## config.mk

```make
export PLATFORM = sky130hd
export DESIGN_NAME = spi_target_responder
export DESIGN_NICKNAME = d
export VERILOG_FILES = /design/src/rtl/spi_target_responder.sv
export SDC_FILE = /design/constraint.sdc
export NUM_CORES = 1
export LEC_CHECK = 0
export ABC_CLOCK_PERIOD_IN_PS = 2250
export BUFFER_PORTS_ARGS = -buffer_cell sky130_fd_sc_hd__buf_4
export CORE_ASPECT_RATIO = 1.1
export CORE_MARGIN = 5
export CORE_UTILIZATION = 45
export DETAILED_ROUTE_END_ITERATION = 6
export GPL_ROUTABILITY_DRIVEN = 0
export PLACE_DENSITY_LB_ADDON = 0.05
export SYNTH_ARGS = -nofsm -noshare
export SYNTH_HDL_FRONTEND = slang
export SYNTH_SLANG_ARGS = --single-unit
```

## constraint.sdc

```tcl
create_clock -name ACLK -period 2.25 [get_ports ACLK]
set_clock_uncertainty 0.15 [all_clocks]
set_input_delay 0.45 -clock ACLK [delete_from_list [all_inputs] [get_ports ACLK]]
set_output_delay 0.45 -clock ACLK [all_outputs]
set_load 0.02 [all_outputs]
```

## src/rtl/spi_target_responder.sv

```systemverilog
// SPI mode-0 target: oversamples SCLK/CS_N/MOSI in ACLK and exchanges words with local logic via valid/ready.
// Define SPI_TGT_LSB_FIRST_EN for LSB-first shifting; MSB-first is the default build.
module spi_target_responder #(
    parameter int DATA_W      = 8,
    parameter int SYNC_STAGES = 2
) (
    input  logic              ACLK,
    input  logic              ARESETN,
    input  logic              SCLK,
    input  logic              CS_N,
    input  logic              MOSI,
    output logic              MISO,
    input  logic [DATA_W-1:0] tx_data,
    input  logic              tx_valid,
    output logic              tx_ready,
    output logic [DATA_W-1:0] rx_data,
    output logic              rx_valid,
    input  logic              rx_ready,
    output logic              rx_overrun,
    output logic              tx_underrun,
    output logic              busy
);

    localparam int CNT_W = $clog2(DATA_W) + 1;

    typedef enum logic [1:0] {ST_IDLE, ST_LOAD, ST_SHIFT, ST_DONE} state_t;

    state_t                 state_q, state_d;
    logic [SYNC_STAGES-1:0] sclk_sync_q, sclk_sync_d;
    logic [SYNC_STAGES-1:0] cs_sync_q, cs_sync_d;
    logic [SYNC_STAGES-1:0] mosi_sync_q, mosi_sync_d;
    logic                   sclk_hist_q, sclk_hist_d;
    logic                   cs_hist_q, cs_hist_d;
    logic [DATA_W-1:0]      shift_q, shift_d;
    logic [CNT_W-1:0]       cnt_q, cnt_d;
    logic [DATA_W-1:0]      hold_q, hold_d;
    logic                   hold_full_q, hold_full_d;
    logic                   miso_q, miso_d;
    logic [DATA_W-1:0]      rx_data_q, rx_data_d;
    logic                   rx_valid_q, rx_valid_d;
    logic                   rx_overrun_q, rx_overrun_d;
    logic                   tx_underrun_q, tx_underrun_d;
    logic                   busy_q, busy_d;
    logic                   tx_ready_q, tx_ready_d;

    logic                   sclk_s, cs_s, mosi_s;
    logic                   sclk_rise_s, sclk_fall_s, cs_fall_s, cs_rise_s;
    logic                   reload_s;
    logic [DATA_W-1:0]      reload_val_s;
    logic [CNT_W-1:0]       cnt_inc_s;

`ifdef SPI_TGT_LSB_FIRST_EN
    function automatic logic [DATA_W-1:0] shift_in(input logic [DATA_W-1:0] sh, input logic b);
        return {b, sh[DATA_W-1:1]};
    endfunction
    function automatic logic out_bit(input logic [DATA_W-1:0] sh);
        return sh[0];
    endfunction
`else
    function automatic logic [DATA_W-1:0] shift_in(input logic [DATA_W-1:0] sh, input logic b);
        return {sh[DATA_W-2:0], b};
    endfunction
    function automatic logic out_bit(input logic [DATA_W-1:0] sh);
        return sh[DATA_W-1];
    endfunction
`endif

    assign sclk_s      = sclk_sync_q[SYNC_STAGES-1];
    assign cs_s        = cs_sync_q[SYNC_STAGES-1];
    assign mosi_s      = mosi_sync_q[SYNC_STAGES-1];
    assign sclk_rise_s = sclk_s & ~sclk_hist_q;
    assign sclk_fall_s = ~sclk_s & sclk_hist_q;
    assign cs_fall_s   = ~cs_s & cs_hist_q;
    assign cs_rise_s   = cs_s & ~cs_hist_q;
    assign cnt_inc_s   = cnt_q + CNT_W'(1);

    // Next-state logic: synchronizers, transfer FSM, TX holding register and RX output.
    always_comb begin
        sclk_sync_d   = {sclk_sync_q[SYNC_STAGES-2:0], SCLK};
        cs_sync_d     = {cs_sync_q[SYNC_STAGES-2:0], CS_N};
        mosi_sync_d   = {mosi_sync_q[SYNC_STAGES-2:0], MOSI};
        sclk_hist_d   = sclk_s;
        cs_hist_d     = cs_s;
        state_d       = state_q;
        shift_d       = shift_q;
        cnt_d         = cnt_q;
        hold_d        = hold_q;
        hold_full_d   = hold_full_q;
        miso_d        = miso_q;
        rx_data_d     = rx_data_q;
        rx_overrun_d  = 1'b0;
        tx_underrun_d = 1'b0;
        reload_s      = 1'b0;
        reload_val_s  = hold_full_q ? hold_q : {DATA_W{1'b0}};

        if (rx_valid_q && rx_ready) begin
            rx_valid_d = 1'b0;
        end else begin
            rx_valid_d = rx_valid_q;
        end

        case (state_q)
            ST_IDLE: begin
                miso_d = 1'b0;
                cnt_d  = {CNT_W{1'b0}};
                if (cs_fall_s) begin
                    state_d = ST_LOAD;
                end else begin
                    state_d = ST_IDLE;
                end
            end
            ST_LOAD: begin
                if (cs_rise_s) begin
                    shift_d = {DATA_W{1'b0}};
                    cnt_d   = {CNT_W{1'b0}};
                    miso_d  = 1'b0;
                    state_d = ST_IDLE;
                end else begin
                    reload_s = 1'b1;
                    cnt_d    = {CNT_W{1'b0}};
                    state_d  = ST_SHIFT;
                end
            end
            ST_SHIFT: begin
                if (cs_rise_s) begin
                    shift_d = {DATA_W{1'b0}};
                    cnt_d   = {CNT_W{1'b0}};
                    miso_d  = 1'b0;
                    state_d = ST_IDLE;
                end else if (sclk_rise_s) begin
                    shift_d = shift_in(shift_q, mosi_s);
                    cnt_d   = cnt_inc_s;
                    if (cnt_inc_s == CNT_W'(DATA_W)) begin
                        state_d = ST_DONE;
                    end else begin
                        state_d = ST_SHIFT;
                    end
                end else if (sclk_fall_s) begin
                    miso_d = out_bit(shift_q);
                end else begin
                    state_d = ST_SHIFT;
                end
            end
            ST_DONE: begin
                rx_data_d  = shift_q;
                rx_valid_d = 1'b1;
                if (rx_valid_q && !rx_ready) begin
                    rx_overrun_d = 1'b1;
                end else begin
                    rx_overrun_d = 1'b0;
                end
                // CS_N still low means the master continues straight into the next word.
                if (!cs_s) begin
                    reload_s = 1'b1;
                    cnt_d    = {CNT_W{1'b0}};
                    state_d  = ST_SHIFT;
                end else begin
                    miso_d  = 1'b0;
                    state_d = ST_IDLE;
                end
            end
            default: begin
                state_d = ST_IDLE;
            end
        endcase

        if (reload_s) begin
            shift_d       = reload_val_s;
            miso_d        = out_bit(reload_val_s);
            hold_full_d   = 1'b0;
            tx_underrun_d = ~hold_full_q;
        end else begin
            hold_full_d = hold_full_q;
        end

        if (tx_valid && !hold_full_q) begin
            hold_d      = tx_data;
            hold_full_d = 1'b1;
        end else begin
            hold_d = hold_q;
        end

        busy_d     = (state_d != ST_IDLE);
        tx_ready_d = ~hold_full_d;
    end

    // State registers; synchronizers clear to 0 so CS_N held low at release is not a falling edge.
    always_ff @(posedge ACLK or negedge ARESETN) begin
        if (!ARESETN) begin
            state_q       <= ST_IDLE;
            sclk_sync_q   <= {SYNC_STAGES{1'b0}};
            cs_sync_q     <= {SYNC_STAGES{1'b0}};
            mosi_sync_q   <= {SYNC_STAGES{1'b0}};
            sclk_hist_q   <= 1'b0;
            cs_hist_q     <= 1'b0;
            shift_q       <= {DATA_W{1'b0}};
            cnt_q         <= {CNT_W{1'b0}};
            hold_q        <= {DATA_W{1'b0}};
            hold_full_q   <= 1'b0;
            miso_q        <= 1'b0;
            rx_data_q     <= {DATA_W{1'b0}};
            rx_valid_q    <= 1'b0;
            rx_overrun_q  <= 1'b0;
            tx_underrun_q <= 1'b0;
            busy_q        <= 1'b0;
            tx_ready_q    <= 1'b1;
        end else begin
            state_q       <= state_d;
            sclk_sync_q   <= sclk_sync_d;
            cs_sync_q     <= cs_sync_d;
            mosi_sync_q   <= mosi_sync_d;
            sclk_hist_q   <= sclk_hist_d;
            cs_hist_q     <= cs_hist_d;
            shift_q       <= shift_d;
            cnt_q         <= cnt_d;
            hold_q        <= hold_d;
            hold_full_q   <= hold_full_d;
            miso_q        <= miso_d;
            rx_data_q     <= rx_data_d;
            rx_valid_q    <= rx_valid_d;
            rx_overrun_q  <= rx_overrun_d;
            tx_underrun_q <= tx_underrun_d;
            busy_q        <= busy_d;
            tx_ready_q    <= tx_ready_d;
        end
    end

    assign MISO        = miso_q;
    assign tx_ready    = tx_ready_q;
    assign rx_data     = rx_data_q;
    assign rx_valid    = rx_valid_q;
    assign rx_overrun  = rx_overrun_q;
    assign tx_underrun = tx_underrun_q;
    assign busy        = busy_q;

endmodule

```

==> flow_summary.ini <==
[outcome]
status = complete, but fails checks
violations = negative hold slack

[floorplan]
die_w_um = 71.1
core.rowCount = 24
coreArea_um2 = 3960
die_y_um = 77.2
initial_core_util_pct = 46.6
ios = 29
dieArea_um2 = 5490

[timing]
slew_headroom_pct = 54.4
slew_viol_final = 0
worst_pin_slew_ns = 0.684
hold_slack_ns = -0.0208
fmax_mhz = 546
fin_setup_tns_ns = 0
hold_viol = 17
rsz0062_at_grt = false
finalSetupViolations = 0
finalCritPeriodShare_pct = 81.3
min_period_ns = 1.83

[setup_path]
r2r_end = shift_q[1]
r2r_start = sclk_sync_q[1]
r2r_setup_slack_ns = 0.42
worst-setup-path-type = reg -> reg
reg2reg_depth = 4
cp-end-kind = flip-flop
start_kind = flip-flop
arrival_ns = 1.86
crit_slowest_cell = dfrtp_1
worstPathMaxFanout = 8
cpPeakStageDelay_ns = 0.40
path_cells = nor2b_2, o21a_4, a22oi_4, mux2_2
worst-endpoint-required_ns = 2.28

[synthesis]
syn_inst = 134
synth_ff_type = dfrtp_1
yosysWarningCount = 0
netlist_area_um2 = 1850
yosys_register_bits = 45
synth_top_cell_area_share_pct = 59.6
async_flop_share_pct = 100
synth.area.top_cells = dfrtp_1 60%, mux2_2 13%, a22o_1 3.3%, dfstp_2 1.4%, nand2_1 1.4%
synth_edf_count = 0
syn_avg_cell_area_um2 = 13.8
synth_top_area_cell = dfrtp_1
synth_cell_type_count = 37
seq_area_frac_synth_pct = 61.0
syn-num-nets = 151

[power]
ir_drop_v = 0.000545
p_leak_nw = 1.06
p_per_area_nw_per_um2 = 952

[grt]
grt_pass1_vias = 1235
antenna_found_initial = 0
grt_max_degree = 46
grt_pass1_wl_um = 5730
grt_overflow = 0
grt_usage_pct = 13.4

[place]
dpl.cell_count = 210
portBuffers = 28
hpwl_um = 2260

[flow_run]
maxCapViolations = 0

[clock_network]
cts_tree = built
numCtsBuffers = 5
clk_pin_slew_worst_paths_ns = 0.08
cts_resized = 0
postCtsSetupBuffers = 0
cts.path.max_buffers = 2
cts_hold_buf = 0
cts_root_buf = clkbuf_8
cts_sinks = 45
htreeDepth = 2
clk_latency_ns = 0.29

[cells_and_area]
drive_above_1_share_pct = 39.8
final_cells = 218
area_delta_synth_final_pct = 17.9
antenna_cells = 0
fillCellCount = 364
num-nets-final = 182

[detailed_routing]
vias = 1124
viasPerCell = 5.16
wl_per_cell_um = 14.8
ant_nets = 0
drc = 0
wirelength_um = 3220
drtIter0Drc = 56
dr.pass1.iters = 4

[hold_path]
min_path_type = in -> async
stage by stage:
step	hold slack, ns	utilization [%]	area, um^2	setup WS (ns)	total power [mW]
detailed placement	0.195	52.9	2100	0.417	1.63
finish	-0.0208	55.0	2180	0.420	2.07
global placement	0.188	52.9	2100	0.473	1.61
floorplan	0.00441	-	1850	0.555	1.44
global route	0.0261	55.0	2180	0.319	2.20
CTS	0.00440	55.0	2180	0.402	2.10
Yosys cell counts, types with 2 or more instances:
| cell type | n |
|---|---|
| a22oi_1 | 2 |
| ha_1 | 2 |
| o21ai_0 | 4 |
| inv_1 | 6 |
| a22o_1 | 7 |
| nand2_1 | 7 |
| nor2b_2 | 2 |
| nor2_1 | 5 |
| nand3_1 | 3 |
| dfrtp_1 | 44 |
| mux2_2 | 22 |
| a21oi_1 | 4 |
| buf_4 | 2 |
flip-flops by register name, summed over array words and instances (netlist names), 2 cells and up:
signal / cells
shift_q: 8
rx_data: 8
sclk_sync_q: 2
cs_sync_q: 2
cnt_q: 4
state_q: 2
mosi_sync_q: 2
hold_q: 8
how the worst max path moves through the flow:
| stage | start | depth (start not counted) | slack, ns | end |
|---|---|---|---|---|
| after floorplan | sclk_sync_q[1] | 4 | 0.55 | shift_q[0] |
| after global placement | sclk_sync_q[1] | 4 | 0.47 | shift_q[0] |
| after detailed placement | sclk_sync_q[1] | 4 | 0.42 | shift_q[1] |
| after CTS | sclk_sync_q[1] | 4 | 0.40 | shift_q[1] |
| after global routing | cs_sync_q[1] | 4 | 0.32 | state_q[0] |
| final | sclk_sync_q[1] | 4 | 0.42 | shift_q[1] |
cell families (layout without fill, tap and decap cells):
kind of cell / after synthesis / count (layout) / synth area share (%)
adders and majority gates: 2 / 2 / 1.35
muxes: 23 / 23 / 13.9
AOI/OAI and AO/OA: 27 / 27 / 12.0
buffers and inverters: 11 / 43 / 3.11
and+or+nand+nor: 24 / 24 / 7.65
xor gates and xnor gates: 2 / 2 / 0.948
DFF: 45 / 45 / 61.0
worst max-delay path, delay by kind of cell (launching register included):
family           cells  cell delay [ns]
AO/OA/AOI/OAI        2             0.59
multiplexers         1             0.38
flip-flops           1             0.40
AND/OR/NAND/NOR      1             0.20
final cells by class:
type	instances	area [um^2]	share of cell area, %
inverters	6	22.5	1.03
clock buffers	6	72.6	3.33
well taps	52	65.1	2.99
multi-input cells	78	663	30.4
flip-flops and latches	45	1130	51.8
repair buffers	29	218	9.99
clock inverters	2	10.0	0.460
per-layer routing:
| metal | share of wire, % | GRT usage (%) |
|---|---|---|
| met1 | 44 | 16.0 |
| met2 | 51 | 21.8 |
| met3 | 4.2 | 4.31 |
| met4 | 1.1 | 6.02 |
| met5 | 0 | 0 |
power breakdown:
part / leakage [nW] / total, mW / internal, mW / switching [mW]
combinational: 0.440 / 0.493 / 0.260 / 0.232
clock: 0.0450 / 0.470 / 0.215 / 0.255
sequential: 0.577 / 1.11 / 0.993 / 0.118
total: 1.06 / 2.07 / 1.47 / 0.605
cell usage in the layout, fill, tap and decap left out, drive strengths merged:
cell / synthesis / routed
dfrtp: 44 / 44
buf: 4 / 29
mux2: 22 / 22
nand2: 7 / 7
a22o: 7 / 7
inv: 6 / 6
clkbuf: 1 / 6
nor2: 5 / 5
o21ai: 4 / 4
a21oi: 4 / 4
nor2b: 4 / 4
nand3: 3 / 3
a22oi: 3 / 3
ha: 2 / 2
clkinv: 0 / 2
nor3b: 2 / 2
xor2: 1 / 1
xnor2: 1 / 1
nand4: 1 / 1
a31o: 1 / 1
nand2b: 1 / 1
o211a: 1 / 1
o21a: 1 / 1
nor3: 1 / 1
a2bb2oi: 1 / 1
o211ai: 1 / 1
o31ai: 1 / 1
o21bai: 1 / 1
mux2i: 1 / 1
o2bb2ai: 1 / 1
a32o: 1 / 1
dfstp: 1 / 1
Power figures use the tool's default switching activity.
